<file path="src/rtl/rv_pkg.sv">
// Shared encodings for the memory stage: FSM states, ResultSrc values and
// the load/store Funct3 codes understood by the byte-lane logic.
package rv_pkg;

    typedef enum logic [1:0] {
        ST_IDLE = 2'd0,
        ST_REQ  = 2'd1,
        ST_WAIT = 2'd2
    } mem_state_t;

    localparam logic [1:0] RES_ALU  = 2'b00;
    localparam logic [1:0] RES_LOAD = 2'b01;
    localparam logic [1:0] RES_PC4  = 2'b10;

    localparam logic [2:0] F3_B  = 3'b000;
    localparam logic [2:0] F3_H  = 3'b001;
    localparam logic [2:0] F3_W  = 3'b010;
    localparam logic [2:0] F3_BU = 3'b100;
    localparam logic [2:0] F3_HU = 3'b101;

endpackage

</file>
<file path="src/rtl/memory_stage_if.sv">
// Data-memory request/response port: the stage drives requests as master,
// the memory (or its model) answers as slave.
interface memory_stage_if;
    logic        MemReq;
    logic        MemWe;
    logic [31:0] MemAddr;
    logic [31:0] MemWData;
    logic [3:0]  MemByteEn;
    logic        MemReady;
    logic        MemRValid;
    logic [31:0] MemRData;

    modport master (
        output MemReq, MemWe, MemAddr, MemWData, MemByteEn,
        input  MemReady, MemRValid, MemRData
    );

    modport slave (
        input  MemReq, MemWe, MemAddr, MemWData, MemByteEn,
        output MemReady, MemRValid, MemRData
    );
endinterface

</file>
<file path="src/rtl/load_store_align.sv">
// Combinational byte-lane steering: store lane enables/replication, load lane
// extraction with sign/zero extension, and illegal size/alignment detection.
module load_store_align
    import rv_pkg::*;
(
    input  logic        is_store,
    input  logic [2:0]  funct3,
    input  logic [1:0]  addr_lo,
    input  logic [31:0] wdata,
    input  logic [31:0] rdata,
    output logic [3:0]  byte_en,
    output logic [31:0] wdata_lane,
    output logic [31:0] rdata_ext,
    output logic        bad_access
);

    function automatic logic [31:0] sext8(input logic signed [7:0] v);
        return 32'(v);
    endfunction

    function automatic logic [31:0] sext16(input logic signed [15:0] v);
        return 32'(v);
    endfunction

    logic [7:0]  rd_byte;
    logic [15:0] rd_half;

    assign rd_byte = rdata[{addr_lo, 3'b000} +: 8];
    assign rd_half = addr_lo[1] ? rdata[31:16] : rdata[15:0];

    always_comb begin
        byte_en    = 4'b0000;
        wdata_lane = '0;
        rdata_ext  = '0;
        bad_access = 1'b0;
        if (is_store) begin
            case (funct3)
                F3_B: begin
                    byte_en    = 4'b0001 << addr_lo;
                    wdata_lane = {4{wdata[7:0]}};
                end
                F3_H: begin
                    bad_access = addr_lo[0];
                    byte_en    = 4'b0011 << addr_lo;
                    wdata_lane = {2{wdata[15:0]}};
                end
                F3_W: begin
                    bad_access = |addr_lo;
                    byte_en    = 4'b1111;
                    wdata_lane = wdata;
                end
                default: bad_access = 1'b1;
            endcase
        end else begin
            case (funct3)
                F3_B:  rdata_ext = sext8(rd_byte);
                F3_BU: rdata_ext = {24'd0, rd_byte};
                F3_H: begin
                    bad_access = addr_lo[0];
                    rdata_ext  = sext16(rd_half);
                end
                F3_HU: begin
                    bad_access = addr_lo[0];
                    rdata_ext  = {16'd0, rd_half};
                end
                F3_W: begin
                    bad_access = |addr_lo;
                    rdata_ext  = rdata;
                end
                default: bad_access = 1'b1;
            endcase
        end
    end

endmodule

</file>
<file path="src/rtl/memory_stage.sv">
// M stage of the pipeline: issues data-memory requests, stalls upstream until
// the access completes, and writes exactly one W-stage record per instruction.
module memory_stage
    import rv_pkg::*;
(
    input  logic        clk,
    input  logic        rst,
    input  logic        ValidM,
    input  logic        RegWriteM,
    input  logic [1:0]  ResultSrcM,
    input  logic        MemWriteM,
    input  logic [2:0]  Funct3M,
    input  logic [31:0] ALUResultM,
    input  logic [31:0] WriteDataM,
    input  logic [4:0]  RdM,
    input  logic [31:0] PCPlus4M,
    memory_stage_if.master mem,
    output logic        StallM,
    output logic        RegWriteW,
    output logic [1:0]  ResultSrcW,
    output logic [31:0] ALUResultW,
    output logic [31:0] ReadDataW,
    output logic [4:0]  RdW,
    output logic [31:0] PCPlus4W,
    output logic        MisalignW
);

    mem_state_t  state_q, state_d;
    logic        mem_op, bad_access, misalign, aligned_op;
    logic        mem_req, accept, load_done, complete, w_write;
    logic [3:0]  byte_en;
    logic [31:0] wdata_lane, rdata_ext;

    assign mem_op     = ValidM && (MemWriteM || ResultSrcM == RES_LOAD);
    assign misalign   = mem_op && bad_access;
    assign aligned_op = mem_op && !bad_access;

    load_store_align u_align (
        .is_store   (MemWriteM),
        .funct3     (Funct3M),
        .addr_lo    (ALUResultM[1:0]),
        .wdata      (WriteDataM),
        .rdata      (mem.MemRData),
        .byte_en    (byte_en),
        .wdata_lane (wdata_lane),
        .rdata_ext  (rdata_ext),
        .bad_access (bad_access)
    );

    // Request fields come straight from M; upstream is frozen by StallM so they hold in REQ.
    always_comb begin
        state_d = state_q;
        mem_req = 1'b0;
        case (state_q)
            ST_IDLE: begin
                if (aligned_op) begin
                    mem_req = 1'b1;
                    if (!mem.MemReady)  state_d = ST_REQ;
                    else if (!MemWriteM) state_d = ST_WAIT;
                end
            end
            ST_REQ: begin
                mem_req = 1'b1;
                if (mem.MemReady) state_d = MemWriteM ? ST_IDLE : ST_WAIT;
            end
            ST_WAIT: begin
                if (mem.MemRValid) state_d = ST_IDLE;
            end
            default: state_d = ST_IDLE;
        endcase
        if (rst) mem_req = 1'b0;
    end

    assign accept    = mem_req && mem.MemReady;
    assign load_done = (state_q == ST_WAIT) && mem.MemRValid;
    assign complete  = (accept && MemWriteM) || load_done;
    assign StallM    = !rst && aligned_op && !complete;
    assign w_write   = ValidM && !StallM;

    assign mem.MemReq    = mem_req;
    assign mem.MemWe     = MemWriteM;
    assign mem.MemAddr   = {ALUResultM[31:2], 2'b00};
    assign mem.MemWData  = wdata_lane;
    assign mem.MemByteEn = byte_en;

    // M -> W boundary
    always_ff @(posedge clk) begin
        if (rst) begin
            state_q    <= ST_IDLE;
            RegWriteW  <= 1'b0;
            MisalignW  <= 1'b0;
            ResultSrcW <= '0;
            ALUResultW <= '0;
            ReadDataW  <= '0;
            RdW        <= '0;
            PCPlus4W   <= '0;
        end else begin
            state_q   <= state_d;
            RegWriteW <= w_write && RegWriteM && !misalign;
            MisalignW <= w_write && misalign;
            if (w_write) begin
                ResultSrcW <= ResultSrcM;
                ALUResultW <= ALUResultM;
                ReadDataW  <= load_done ? rdata_ext : '0;
                RdW        <= RdM;
                PCPlus4W   <= PCPlus4M;
            end
        end
    end

endmodule

</file>
<file path="src/flat_wrapper.sv">
// flat-port wrapper written by rule: the top's interface ports become plain ports
module memory_stage_flat import rv_pkg::*;
  (clk, rst, ValidM, RegWriteM, ResultSrcM, MemWriteM, Funct3M, ALUResultM, WriteDataM, RdM, PCPlus4M, StallM, RegWriteW, ResultSrcW, ALUResultW, ReadDataW, RdW, PCPlus4W, MisalignW, mem_MemReq, mem_MemWe, mem_MemAddr, mem_MemWData, mem_MemByteEn, mem_MemReady, mem_MemRValid, mem_MemRData);
  memory_stage_if mem_i ();
  input  logic clk;
  input  logic rst;
  input  logic ValidM;
  input  logic RegWriteM;
  input  logic [1:0] ResultSrcM;
  input  logic MemWriteM;
  input  logic [2:0] Funct3M;
  input  logic [31:0] ALUResultM;
  input  logic [31:0] WriteDataM;
  input  logic [4:0] RdM;
  input  logic [31:0] PCPlus4M;
  output logic StallM;
  output logic RegWriteW;
  output logic [1:0] ResultSrcW;
  output logic [31:0] ALUResultW;
  output logic [31:0] ReadDataW;
  output logic [4:0] RdW;
  output logic [31:0] PCPlus4W;
  output logic MisalignW;
  output wire logic [$bits(mem_i.MemReq)-1:0] mem_MemReq;
  output wire logic [$bits(mem_i.MemWe)-1:0] mem_MemWe;
  output wire logic [$bits(mem_i.MemAddr)-1:0] mem_MemAddr;
  output wire logic [$bits(mem_i.MemWData)-1:0] mem_MemWData;
  output wire logic [$bits(mem_i.MemByteEn)-1:0] mem_MemByteEn;
  input wire logic [$bits(mem_i.MemReady)-1:0] mem_MemReady;
  input wire logic [$bits(mem_i.MemRValid)-1:0] mem_MemRValid;
  input wire logic [$bits(mem_i.MemRData)-1:0] mem_MemRData;
  assign mem_MemReq = mem_i.MemReq;
  assign mem_MemWe = mem_i.MemWe;
  assign mem_MemAddr = mem_i.MemAddr;
  assign mem_MemWData = mem_i.MemWData;
  assign mem_MemByteEn = mem_i.MemByteEn;
  assign mem_i.MemReady = mem_MemReady;
  assign mem_i.MemRValid = mem_MemRValid;
  assign mem_i.MemRData = mem_MemRData;
  memory_stage u_core (.clk(clk), .rst(rst), .ValidM(ValidM), .RegWriteM(RegWriteM), .ResultSrcM(ResultSrcM), .MemWriteM(MemWriteM), .Funct3M(Funct3M), .ALUResultM(ALUResultM), .WriteDataM(WriteDataM), .RdM(RdM), .PCPlus4M(PCPlus4M), .mem(mem_i), .StallM(StallM), .RegWriteW(RegWriteW), .ResultSrcW(ResultSrcW), .ALUResultW(ALUResultW), .ReadDataW(ReadDataW), .RdW(RdW), .PCPlus4W(PCPlus4W), .MisalignW(MisalignW));
endmodule
</file>
<file path="config.mk">
export PLATFORM = sky130hd
export DESIGN_NAME = memory_stage_flat
export DESIGN_NICKNAME = d
export VERILOG_FILES = /design/src/rtl/rv_pkg.sv /design/src/rtl/memory_stage_if.sv /design/src/rtl/load_store_align.sv /design/src/rtl/memory_stage.sv /design/src/flat_wrapper.sv
export SDC_FILE = /design/constraint.sdc
export NUM_CORES = 1
export LEC_CHECK = 0
export BUFFER_PORTS_ARGS = -buffer_cell sky130_fd_sc_hd__buf_2
export CAP_MARGIN = 30
export CELL_PAD_IN_SITES_DETAIL_PLACEMENT = 0
export CELL_PAD_IN_SITES_GLOBAL_PLACEMENT = 1
export CORE_MARGIN = 1
export CORE_UTILIZATION = 28
export DETAILED_ROUTE_END_ITERATION = 7
export GPL_ROUTABILITY_DRIVEN = 0
export PLACE_DENSITY_LB_ADDON = 0.12
export REMOVE_ABC_BUFFERS = 1
export SLEW_MARGIN = 20
export SYNTH_ARGS = -nofsm -noshare
export SYNTH_HDL_FRONTEND = slang
export SYNTH_HIERARCHICAL = 1
export SYNTH_SLANG_ARGS = --single-unit
</file>
<file path="constraint.sdc">
create_clock -name clk -period 1.9 [get_ports clk]
set_input_delay 0.38 -clock clk [delete_from_list [all_inputs] [get_ports clk]]
set_output_delay 0.38 -clock clk [all_outputs]
set_load 0.02 [all_outputs]
</file>
==> metrics.yaml <==
synth-xor-area-share_pct: 0
timing.final.ws_setup_ps: 64.0
synth_cell_types: 39
hold_start: "mem_MemReady"
synthArstFlopShare_pct: 0
rsz0062_at_grt: "true"
maxSlewHeadroom_pct: 46.9
cts_sinks: 107
hold_class: "in2reg"
grt-ovfl-total: 0
setup.worst_path.start_class: "input port"
die_w_microns: 148
crit_arrival_ps: 1460
syn_area_sq_um: 5930
syn_avg_cell_area_sq_um: 8.00
ir_worst_vdd_mv: 0.319
hold_viol_final: 0
path_max_fanout: 10
layout-drive-gt1-share_pct: 40.2
synthSimpleGateAreaFrac_pct: 21.8
antenna_found_initial: 0
synth_compound_area_share_pct: 11.8
leakagePower_nw: 4.02
dr.first_iter.drc_count: 177
die_y_microns: 148
num_vias: 5803
htreeDepth: 3
worst_skew_pair.late_latency_ps: 350
post-place-ws_ps: -98.1
grt_pass1_vias: 5446
synth_top_family_by_area: "simple AND/OR/NAND/NOR gates"
finalSetupViolCount: 0
place_area_sq_um: 7730
seq_area_frac_synth_pct: 36.1
synthCells: 741
place_hpwl_microns: 14100
status: "completed"
wl_microns: 18900
start_util_pct: 28.9
final_util_pct: 39.4
viasPerCell: 4.48
cts_hold_buf: 0
p_per_area_nw_per_um2: 685
cts-buffers-inserted: 9
grt_max_degree: 175
r2r_slack_ps: 310
period_share_pct: 96.6
route.detailed.drc: 0
rows: 52
final_area_sq_um: 8080
io_pins: 321
firstDrtPassIters: 4
fin_crit_ps: 1840
cts_root_buffer: "clkbuf_16"
clk_pin_slew_ps: 80
cp.required_ps: 1520
dieArea_sq_um: 21800
slew_violations: 0
final_nets: 1164
r2r-start: "u_core/state_q[1]$_SDFFE_PP0P_"
fmax_ghz: 0.545
regArea_sq_um: 2140
cts_buffer_depth: 2
min_to: "u_core/state_q[0]$_SDFFE_PP0P_"
r2r_cells: 5
grt_pass1_wl_microns: 28900
ys_warn_count: 6
worst_pin_slew_ps: 796
placement.io_buffers: 318
fill_cells: 2199
holdPathStages: 2
path_class: "in2out"
core_sq_um: 20500
multi_input_area_sq_um: 3250
routedWlPerCell_microns: 14.6
drtAntennaViolNets: 0
n_antenna_cell: 0
synth_edf_count: 0
track_usage_pct: 16.9
end_kind: "output pin"
syn_to_final_growth_pct: 36.3
r2r_end: "u_core/ReadDataW[21]$_SDFFE_PP0P_"
tritoncts: "done"
synth-adder-area-share_pct: 0
drv_cap: 0
synth_ff_type: "dfxtp_1"
synthMuxAreaShare_pct: 20.3
ys_ff_latch: 107
fin_skew_ps: 8.27
==> flip-flops by register name, indices dropped and copies added (netlist names) <==
register and count:
u_core/ResultSrcW 2, u_core/MisalignW 1, u_core/RegWriteW 1, u_core/ReadDataW 32
u_core/state_q 2, u_core/ALUResultW 32, u_core/RdW 5, u_core/PCPlus4W 32
==> how the worst max path moves through the flow <==
stage / startpoint / to / slack (ps)
2_1_floorplan: rst / u_core/ALUResultW[0]$_SDFFE_PP0P_ / -3560
3_3_place_gp: Funct3M[0] / u_core/PCPlus4W[30]$_SDFFE_PP0P_ / -90
3_5_place_dp: ALUResultM[1] / u_core/PCPlus4W[24]$_SDFFE_PP0P_ / -100
4_1_cts: ALUResultM[1] / mem_MemReq / 3
5_1_grt: Funct3M[0] / mem_MemWData[24] / -30
6_report: Funct3M[0] / mem_MemWData[24] / 60
==> synthesized netlist by cell type, drive strengths merged, types with 2 or more instances <==
master	count	share of area, %
a31oi	3	0.32
nor2b	11	1.2
nand2b	3	0.32
nor3b	2	0.25
nor3	6	0.51
o21ai	2	0.17
nor4	2	0.21
inv	5	0.32
a2bb2oi	16	2.4
dfxtp	107	36
clkbuf	37	2.3
nor4bb	4	0.68
mux2i	105	18
a221o	3	0.51
a21oi	59	5.7
nor2	40	2.5
mux2	13	2.5
buf	58	7.3
a211oi	2	0.25
and2	9	0.95
or4	2	0.25
a22oi	13	1.6
nand2	230	15
==> logic make-up (layout without fill, tap and decap cells) <==
logic type / count (synthesis) / count (layout)
AO/OA/AOI/OAI: 103 / 103
buffers and inverters: 100 / 382
flip-flops: 107 / 107
multiplexers: 118 / 118
other: 1 / 2
AND/OR/NAND/NOR: 312 / 312
==> routing by layer <==
metal  wire, microns  vias up  GRT usage, %  part of all wire, %
met2            9190      211          29.8                   49
met4             246        0          4.74                  1.3
li1                -     2998             -                    -
met5               0        -             0                    0
met3            1130       19          3.58                  6.0
met1            8350     2575          20.5                   44
==> metrics by stage <==
step / hold slack, ps / setup TNS (ps) / instances / power, mW
floorplan: 457 / -371160 / 647 / 3.15
global placement: 438 / -7330 / 1275 / 3.73
detailed placement: 443 / -6890 / 1275 / 3.73
CTS: 194 / 0 / 1291 / 5.64
global route: 210 / -90.9 / 1294 / 5.84
finish: 212 / 0 / 1294 / 5.54
==> worst max-delay path, stage by stage <==
cell	delay, ps
buf_2	140
buf_4	190
nor2b_4	210
buf_4	180
a2bb2oi_1	70
nor2_1	100
buf_2	170
==> what timing repair did <==
action,4_1_cts,5_1_grt
resized for setup,5,8
buffers inserted,0,3
setup endpoints to repair,15,20
endpoints found under the hold margin,0,0
pin swaps,1,1
==> report_power, final <==
part | leakage [nW] | internal [mW] | switching [mW]
Combinational | 3.00 | 0.542 | 0.745
Sequential | 0.876 | 2.35 | 0.0471
Clock | 0.141 | 0.923 | 0.936
==> cell type report <==
type / count / area share (%)
Sequential cell: 107 / 26.5
Multi-Input combinational cell: 535 / 40.3
Clock buffer: 10 / 2.83
Clock inverter: 6 / 0.712
Tap cell: 270 / 4.18
Inverter: 5 / 0.263
Timing Repair Buffer: 361 / 25.2
==> cells in the final DEF, fill, tap and decap left out, types with 4 or more instances in the layout <==
cell type / count
nor2b_1: 10
nor2_1: 37
buf_4: 38
inv_1: 4
nor3_1: 5
mux2_2: 12
mux2i_1: 105
a21oi_1: 49
dfxtp_1: 106
a2bb2oi_1: 16
a22oi_1: 13
buf_2: 313
clkbuf_16: 9
nand2_1: 230
buf_12: 9
a21oi_2: 9
and2_1: 9
Note: power is estimated with default switching activity, not from simulation.
